File: config.mk
export PLATFORM = sky130hd
export DESIGN_NAME = uart_frame_tx
export DESIGN_NICKNAME = d
export VERILOG_FILES = /design/src/rtl/piano_uart_pkg.sv /design/src/rtl/uart_fifo.sv /design/src/rtl/uart_frame_tx.sv
export SDC_FILE = /design/constraint.sdc
export NUM_CORES = 1
export LEC_CHECK = 0
export CORE_ASPECT_RATIO = 1.4
export CORE_MARGIN = 4
export CORE_UTILIZATION = 33
export CTS_CLUSTER_DIAMETER = 60
export DETAILED_ROUTE_END_ITERATION = 6
export HOLD_SLACK_MARGIN = 0.15
export PLACE_DENSITY = 0.6
export SLEW_MARGIN = 20
export SYNTH_ARGS = -nofsm -noshare
export SYNTH_HDL_FRONTEND = slang
export SYNTH_SLANG_ARGS = --single-unit
File: constraint.sdc
create_clock -name clk -period 3.25 [get_ports clk]
set_input_delay 0.325 -clock clk [delete_from_list [all_inputs] [get_ports clk]]
set_output_delay 0.325 -clock clk [all_outputs]
set_load 0.01 [all_outputs]
File: src/rtl/piano_uart_pkg.sv
// Shared constants and types for the key-press -> UART transmit path.
package piano_uart_pkg;

    localparam int   FRAME_W   = 10;
    localparam logic START_BIT = 1'b0;
    localparam logic STOP_BIT  = 1'b1;

    typedef enum logic {
        IDLE,
        SHIFT
    } tx_state_t;

    function automatic int clks_per_bit(input int clk_hz, input int baud);
        return clk_hz / baud;
    endfunction

endpackage

File: src/rtl/uart_fifo.sv
// Synchronous frame FIFO; pointers wrap naturally because DEPTH is a power of two.
module uart_fifo #(
    parameter int  WIDTH = 10,
    parameter int  DEPTH = 4,
    localparam int PTR_W = $clog2(DEPTH),
    localparam int CNT_W = $clog2(DEPTH + 1)
) (
    input  logic             clk,
    input  logic             reset,
    input  logic             push,
    input  logic             pop,
    input  logic [WIDTH-1:0] din,
    output logic [WIDTH-1:0] dout,
    output logic [CNT_W-1:0] count,
    output logic             full,
    output logic             empty
);

    logic [WIDTH-1:0] mem [DEPTH];
    logic [PTR_W-1:0] wr_ptr;
    logic [PTR_W-1:0] rd_ptr;

    always_ff @(posedge clk) begin
        if (push) begin
            mem[wr_ptr] <= din;
        end
    end

    always_ff @(posedge clk) begin
        if (reset) begin
            wr_ptr <= '0;
            rd_ptr <= '0;
            count  <= '0;
        end else begin
            if (push) begin
                wr_ptr <= wr_ptr + 1'b1;
            end
            if (pop) begin
                rd_ptr <= rd_ptr + 1'b1;
            end
            case ({push, pop})
                2'b10:   count <= count + 1'b1;
                2'b01:   count <= count - 1'b1;
                default: count <= count;
            endcase
        end
    end

    assign dout  = mem[rd_ptr];
    assign full  = (count == CNT_W'(DEPTH));
    assign empty = (count == '0);

endmodule

File: src/rtl/uart_frame_tx.sv
// Buffers pre-framed words and shifts them out LSB-first on a UART TX line.
//   state | meaning
//   IDLE  | line high; loads the FIFO head into the shifter when one is queued
//   SHIFT | drives shreg[0], advancing one bit every CLKS_PER_BIT cycles
module uart_frame_tx #(
    parameter int CLK_HZ     = 50_000_000,
    parameter int BAUD       = 115_200,
    parameter int FIFO_DEPTH = 4,
    parameter int FRAME_W    = piano_uart_pkg::FRAME_W
) (
    input  logic               clk,
    input  logic               reset,
    input  logic [FRAME_W-1:0] inputData,
    input  logic               ivalid,
    output logic               iready,
    output logic               txd,
    output logic               busy,
    output logic               frame_err
);
    import piano_uart_pkg::*;

    localparam int CLKS_PER_BIT = clks_per_bit(CLK_HZ, BAUD);
    localparam int CNT_W        = $clog2(CLKS_PER_BIT);
    localparam int IDX_W        = $clog2(FRAME_W);
    localparam int FCNT_W       = $clog2(FIFO_DEPTH + 1);

    tx_state_t          state;
    logic [FRAME_W-1:0] shreg;
    logic [CNT_W-1:0]   baud_cnt;
    logic [IDX_W-1:0]   bit_idx;

    logic               xfer;
    logic               frame_ok;
    logic               push;
    logic               pop;
    logic [FRAME_W-1:0] fifo_dout;
    logic [FCNT_W-1:0]  fifo_count;
    logic               fifo_full;
    logic               fifo_empty;

    assign xfer     = ivalid && iready;
    assign frame_ok = (inputData[0] == START_BIT) && (inputData[FRAME_W-1] == STOP_BIT);
    assign push     = xfer && frame_ok;
    assign pop      = (state == IDLE) && !fifo_empty;

    // Full flag comes straight off the registered count, so no path from ivalid.
    assign iready   = !fifo_full;
    assign busy     = (state != IDLE) || (fifo_count != '0);

    uart_fifo #(
        .WIDTH (FRAME_W),
        .DEPTH (FIFO_DEPTH)
    ) u_fifo (
        .clk   (clk),
        .reset (reset),
        .push  (push),
        .pop   (pop),
        .din   (inputData),
        .dout  (fifo_dout),
        .count (fifo_count),
        .full  (fifo_full),
        .empty (fifo_empty)
    );

    always_ff @(posedge clk) begin
        if (reset) begin
            state     <= IDLE;
            shreg     <= '0;
            baud_cnt  <= '0;
            bit_idx   <= '0;
            txd       <= 1'b1;
            frame_err <= 1'b0;
        end else begin
            frame_err <= xfer && !frame_ok;
            case (state)
                IDLE: begin
                    txd <= 1'b1;
                    if (!fifo_empty) begin
                        shreg    <= fifo_dout;
                        bit_idx  <= '0;
                        baud_cnt <= '0;
                        state    <= SHIFT;
                    end
                end
                SHIFT: begin
                    txd <= shreg[0];
                    if (baud_cnt == CNT_W'(CLKS_PER_BIT - 1)) begin
                        baud_cnt <= '0;
                        shreg    <= shreg >> 1;
                        if (bit_idx == IDX_W'(FRAME_W - 1)) begin
                            state <= IDLE;
                        end else begin
                            bit_idx <= bit_idx + 1'b1;
                        end
                    end else begin
                        baud_cnt <= baud_cnt + 1'b1;
                    end
                end
                default: state <= IDLE;
            endcase
        end
    end

endmodule

* Word level (Yosys, flattened, before mapping)
Memory sizes are Yosys's and may differ from the RTL's. A register that Yosys moved wholly into a read port is not among the register bits.
Cells that the tools add are included.
** Storage, ports and cells
- ROM bits :: 0
- Bits in registers :: 33
- Word-level logic and storage cells :: 60
- Memory bits (writable) :: 40
- Bits of input ports :: 13
- Output and inout bits :: 4
- Memories :: 1
- Latch bits :: 0
** Memory list
- u_fifo.mem :: words 4, bits a word 10, read ports 1, clocked after memory_dff 1, wr ports 1, line uart_fifo.sv:19 : logic [WIDTH-1:0] mem [DEPTH];
** Cells by class
- Shift-type cells :: 0
- Add/subtract/negate cells :: 6
- Multiplexer cells :: 20
- Reductions and logical operators :: 14
- Multiply operators :: 0
- $lt $le $gt $ge :: 0
- Equal/unequal tests :: 8
- Div/mod/pow operators :: 0
- Bitwise logic cells :: 2
** Operator list (count)
- $mux W10 :: 2
- $pmux W10 S2 :: 1
- $mux W9 :: 2
- $pmux W9 S2 :: 1
- $mux W4 :: 3
- $add A9 B1 Y9 const B :: 1
- $eq A9 B9 Y1 const B :: 1
- $pmux W4 S2 :: 1
- $pmux W3 S2 :: 1
- $logic_and A1 B1 Y1 :: 5
- $mux W1 :: 5
- $add A2 B1 Y2 const B :: 2
- $add A4 B1 Y4 const B :: 1
- $eq A4 B4 Y1 const B :: 1
- $mux W2 :: 2
- $ne A2 B2 Y1 const B :: 2
- $pmux W1 S2 :: 2
- $add A3 B1 Y3 const B :: 1
- $eq A3 B3 Y1 const B :: 1
- $logic_not A1 Y1 :: 3
- $logic_not A3 Y1 :: 1
- $reduce_and A3 Y1 :: 1
- $reduce_bool A3 Y1 :: 1
- $sub A3 B1 Y3 const B :: 1
- 7 further kinds :: 8

* Logic depth before layout (Yosys ltp)
- Depth after elaboration :: 6
- Mapped depth :: 10
- Mapped depth without buffers :: 9

* Modules after synthesis
Synthesis repeated with hierarchy kept, for this count alone.
** Second synthesis, totals
- Cells, all modules :: 247
- Area, all modules :: 3228.1 um^2
** By module, submodules not included
- uart_fifo :: cells an instance 99, instances 1, sequential area each 1381.3 um^2, area an instance 1876.8 um^2
- uart_frame_tx :: cells an instance 148, instances 1, sequential area each 520.5 um^2, area an instance 1351.3 um^2

* Worst setup path before layout
Ideal clock, no wire load.
- Kind :: register to register
- Start point :: register u_fifo.count[2]
- End point :: register u_fifo.count[2]
- Slack :: 0.752 ns
- Buffers on the path :: 1
- Period minus slack after synthesis :: 2.498 ns
- Library setup time :: 0.070 ns
- Data required time :: 3.180 ns
- Arrival :: 2.427 ns
- Stages on the path, launching flop included :: 11
- Cells stage by stage :: dfxtp_1 -> or3b_2 -> and3_1 -> clkbuf_1 -> inv_1 -> ha_1 -> inv_1 -> fa_1 -> xor2_1 -> or3_1 -> a21oi_1
** Between the ends
- Longest elaborated chain between the ends :: 6
- Elaborated cells on any way between the ends :: 13
- Those cells by class :: add/sub (2); eq/ne (3); mux (1); reduce/logical (7)
** Ends and longest elaborated chain
- from (decl) :: line uart_fifo.sv:14 : output logic [CNT_W-1:0] count,
- from (signal assigned) :: line uart_fifo.sv:42 : 2'b10: count <= count + 1'b1;
- from (signal assigned) :: line uart_fifo.sv:43 : 2'b01: count <= count - 1'b1;
- from (signal assigned) :: line uart_fifo.sv:44 : default: count <= count;
- $eq A3 B3 Y1 (*) :: line uart_fifo.sv:50 : assign full = (count == CNT_W'(DEPTH));
- $logic_not A1 Y1 (*) :: line uart_frame_tx.sv:47 : assign iready = !fifo_full;
- net iready :: line uart_frame_tx.sv:15 : output logic iready,
- $logic_and A1 B1 Y1 (*) :: line uart_frame_tx.sv:41 : assign xfer = ivalid && iready;
- $logic_and A1 B1 Y1 (*) :: line uart_frame_tx.sv:43 : assign push = xfer && frame_ok;
- $eq A2 B1 Y1 / $eq A2 B2 Y1 (equally long branches) :: line uart_fifo.sv:41 : case ({push, pop})
- $pmux W3 S2 / $reduce_bool A2 Y1 (equally long branches)
Mark *: on every way through the listed nets, which the timed path passes. The rest lies on a longest branch.
A chain may end at the register's enable or synchronous reset.

* Worst setup path in the final report
- Start point :: register u_fifo.count[2]
- End point :: register u_fifo.count[2]
** Between the ends
- Longest elaborated chain between the ends :: 6
- Elaborated cells on any way between the ends :: 13
- Those cells by class :: add/sub (2); eq/ne (3); mux (1); reduce/logical (7)
** Ends and longest elaborated chain (line)
- $eq A3 B3 Y1 :: uart_fifo.sv:50
- $logic_not A1 Y1 :: uart_frame_tx.sv:47
- $logic_and A1 B1 Y1 :: uart_frame_tx.sv:41
- $logic_and A1 B1 Y1 :: uart_frame_tx.sv:43
- $eq A2 B1 Y1 / $eq A2 B2 Y1 (equally long branches) :: uart_fifo.sv:41
- $pmux W3 S2 / $reduce_bool A2 Y1 (equally long branches)
Several ways; a longest one is shown, not always the timed one.

==> impl_table.tex <==
\begin{tabular}{lr}
\hline
Metric & Value \\
\hline
\multicolumn{2}{l}{\textbf{Outcome}} \\
\quad Outcome & finished, final reports clean \\
\multicolumn{2}{l}{\textbf{Synthesis}} \\
\quad Largest area contributor in the netlist & edfxtp\_1 \\
\quad Fraction of the mapped netlist area in adder cells & 4.20\% \\
\quad Fraction of synthesized cell area in xor and xnor cells & 1.39\% \\
\quad Synthesized-area fraction occupied by and/or/nand/nor cells & 12.7\% \\
\quad Seq cells post-synth & 75 \\
\quad Most repeated cell in the gate-level netlist after synthesis & edfxtp\_1 \\
\quad Dominant combinational cell family by area after synthesis & simple AND/OR/NAND/NOR gates \\
\quad Yosys Warn Count & 0 \\
\quad Netlist area before placement & 3150 µm² \\
\quad Unique masters post-synth & 46 \\
\quad Fraction of synthesis flops using an asynchronous set or reset pin & 0\% \\
\quad Top cell types by occurrence after synthesis & edfxtp\_1, dfxtp\_1, nand2\_1 \\
\quad Portion of the post-synthesis area used by sequential elements & 60.3\% \\
\quad Count of mapped cells out of synthesis & 244 \\
\quad EDFF count, synth & 40 \\
\quad Syn Nets & 267 \\
\quad Portion of netlist area occupied by mux cells & 10.3\% \\
\quad Mean cell area of the mapped netlist & 12.9 µm² \\
\quad Most used flip-flop cell after synthesis & edfxtp\_1 \\
\quad Synth Area in Compound Gates & 8.37\% \\
\quad Area contributors post-synth & edfxtp\_1, dfxtp\_1, mux4\_2, ha\_1, mux2i\_1 \\
\quad Share of the synthesized area in the top cell type & 38.1\% \\
\multicolumn{2}{l}{\textbf{Worst hold path}} \\
\quad Type of the most critical hold path & flip-flop to flip-flop \\
\quad Hold Path Cell Cnt & 2 \\
\multicolumn{2}{l}{\textbf{Clock tree}} \\
\quad CTS tree & yes \\
\quad Clock insertion delay at the later pin of the skew report & 0.34 ns \\
\quad TritonCTS Buffers & 9 \\
\quad Clk pin slew, worst setup/hold paths & 0.07 ns \\
\quad Post-CTS sizing & 0 \\
\quad Number of levels in the clock H-tree & 3 \\
\quad Post-CTS Hold Fix Bufs & 0 \\
\quad Cell at the root of the clock tree & clkbuf\_16 \\
\quad Maximum clock insertion buffer count & 2 \\
\quad Buffers inserted by post-CTS timing repair & 0 \\
\quad Clock Sink Count & 75 \\
\multicolumn{2}{l}{\textbf{Floorplanning}} \\
\quad Overall die area & 11200 µm² \\
\quad Starting density of the core & 33.5\% \\
\quad Top Ports & 17 \\
\quad Number of standard-cell rows in the floorplan & 42 \\
\quad Core Box Area & 9410 µm² \\
\quad Die X & 90.6 µm \\
\quad Chip Height & 124 µm \\
\multicolumn{2}{l}{\textbf{Worst setup path}} \\
\quad Required time of the critical path & 3.52 ns \\
\quad Type of the setup path with the least slack & flip-flop to flip-flop \\
\quad Largest driver fanout on the critical path & 7 \\
\quad Crit. End Element & flip-flop \\
\quad Critical path launch point type & flip-flop \\
\quad Depth of the worst register-to-register path & 9 \\
\quad Arrival time of the worst setup path & 2.81 ns \\
\multicolumn{2}{l}{\textbf{Global route}} \\
\quad Number of global-route vias before repair & 2009 \\
\quad Wire length of the first global-routing pass & 9.90 mm \\
\quad All-Layer GR Usage & 11.7\% \\
\quad Maximum number of pins on one net before global-route repair & 27 \\
\quad Number of antenna violations at the first check in global routing & 0 \\
\quad Overflow left after global routing & 0 \\
\multicolumn{2}{l}{\textbf{Drt}} \\
\quad Vias per inst & 4.99 \\
\quad Drt drc & 0 \\
\quad Number of nets with antenna violations after detailed routing & 0 \\
\quad Number of detailed-route iterations in the first pass & 4 \\
\quad Total wire length & 5.77 mm \\
\quad Initial DRC Count & 107 \\
\quad Routed vias & 1896 \\
\quad Wire length per cell after detailed routing & 15.2 µm \\
\multicolumn{2}{l}{\textbf{Placed design}} \\
\quad Placed Instance Area & 3440 µm² \\
\quad Cell count after placement & 364 \\
\quad Final estimated routing congestion in global placement & 0.754 \\
\quad Port Buffer Count & 16 \\
\quad Final HPWL from detailed placement & 3.79 mm \\
\multicolumn{2}{l}{\textbf{STA}} \\
\quad Slew @ Worst Pin & 0.700 ns \\
\quad Hold Violations, Final & 0 \\
\quad Setup skew after layout & 0.00428 ns \\
\quad Aggregate negative setup slack & 0 ns \\
\quad Slew Viols, Final & 0 \\
\quad FMAX & 0.394 GHz \\
\quad Final setup violating endpoints & 0 \\
\quad RSZ-0062 raised after global routing & false \\
\quad Post-route minimum period & 2.54 ns \\
\quad Worst-case headroom to the max-slew limit & 53.3\% \\
\quad Period utilisation layout & 78.1\% \\
\multicolumn{2}{l}{\textbf{Finish}} \\
\quad Ratio of cells with drive above 1 in the final layout & 14.1\% \\
\quad Final design area excluding fillers & 3750 µm² \\
\quad Syn-to-layout area delta & 18.8\% \\
\quad Filler Cells Inserted & 874 \\
\quad Number of antenna repair diodes & 0 \\
\quad Count of non-filler cells in the finished layout & 380 \\
\quad NumNets Final & 288 \\
\multicolumn{2}{l}{\textbf{Pwr}} \\
\quad Total power per unit cell area & 766 nW/µm² \\
\quad Power consumption & 2.87 mW \\
\quad Static leakage & 1.28 nW \\
\quad Worst supply voltage drop on vdd & 0.360 mV \\
\multicolumn{2}{l}{\textbf{Job}} \\
\quad MaxCap Viol Count & 0 \\
\hline
\end{tabular}
[state kept, by name, summed over array words and instances (netlist names), named ones only]
| name | cells |
|---|---|
| state | 1 |
| u_fifo.wr_ptr | 2 |
| frame_err | 1 |
| baud_cnt | 9 |
| bit_idx | 4 |
| u_fifo.rd_ptr | 2 |
| u_fifo.count | 3 |
| txd | 1 |
| shreg | 10 |
| u_fifo.mem | 40 |
[layout make-up]
| type | instances | area (µm²) | share of cell area, % |
|---|---|---|---|
| Clock inverter | 7 | 87.6 | 2.34 |
| Multi-Input combinational cell | 147 | 1160 | 31.1 |
| Tap cell | 110 | 138 | 3.67 |
| Sequential cell | 75 | 1900 | 50.7 |
| Clock buffer | 9 | 225 | 6.01 |
| Timing Repair Buffer | 19 | 183 | 4.87 |
| Inverter | 13 | 48.8 | 1.30 |
[worst paths after layout]
check	start	slack, ns	to
min reg2reg	shreg[0]$_SDFFE_PP0P_	0.47	shreg[0]$_SDFFE_PP0P_
min	shreg[0]$_SDFFE_PP0P_	0.47	shreg[0]$_SDFFE_PP0P_
max reg2reg	u_fifo.count[2]$_SDFFE_PP0P_	0.71	u_fifo.count[2]$_SDFFE_PP0P_
max	u_fifo.count[2]$_SDFFE_PP0P_	0.71	u_fifo.count[2]$_SDFFE_PP0P_
[per-stage QoR]
stage | hold WS, ns | util [%] | setup WS [ns]
3_5_place_dp | 0.463 | 36.5 | 0.636
3_3_place_gp | 0.445 | 36.5 | 0.744
6_report | 0.471 | 39.9 | 0.713
5_1_grt | 0.494 | 39.9 | 0.561
4_1_cts | 0.475 | 39.9 | 0.719
2_1_floorplan | 0.415 | - | 0.752
[where the power goes]
part / leakage (nW) / switching, mW / internal, mW
logic: 0.479 / 0.319 / 0.291
registers: 0.646 / 0.0983 / 1.11
clock network: 0.155 / 0.439 / 0.616
total: 1.28 / 0.856 / 2.01
[cell families (layout without fill, tap and decap cells)]
family,Yosys count,count (layout)
buffers and inverters,22,48
adders and majority gates,10,10
DFF,75,75
muxes,20,20
and+or+nand+nor,71,71
xor gates and xnor gates,5,5
AOI/OAI and AO/OA,41,41
[critical path: stages, from the launching register on]
cell     delay [ns]
dfxtp_1        0.40
or3b_2         0.49
and3_1         0.28
inv_1          0.10
ha_1           0.18
inv_1          0.06
fa_1           0.37
xor2_1         0.16
or3_1          0.31
a21oi_1        0.14
[cells in the final DEF (no fill, tap or decap), types with 2 or more instances in the layout]
master / count
nand3_1: 7
o22ai_1: 9
nand3b_1: 2
a31oi_1: 4
o21a_1: 2
nor2_1: 9
inv_6: 4
or3_1: 4
dfxtp_1: 35
nand2_1: 24
o211ai_1: 2
ha_1: 9
and3_1: 3
clkbuf_16: 9
clkdlybuf4s50_1: 16
and2_1: 4
edfxtp_1: 40
xnor2_1: 3
a21oi_1: 11
inv_8: 2
nor3_1: 4
mux2i_1: 10
a311oi_1: 3
nand2b_1: 2
a41oi_1: 2
inv_1: 12
o21ai_0: 5
mux4_2: 10
xor2_1: 2
buf_4: 3
[routing by layer]
metal / wire length [µm] / vias up / GRT usage (%)
met3: 185 / 6 / 3.99
li1: - / 952 / -
met5: 0 / - / 0
met2: 2910 / 22 / 20.1
met1: 2550 / 916 / 12.7
met4: 130 / 0 / 6.32
Note: power is estimated with default switching activity, not from simulation.
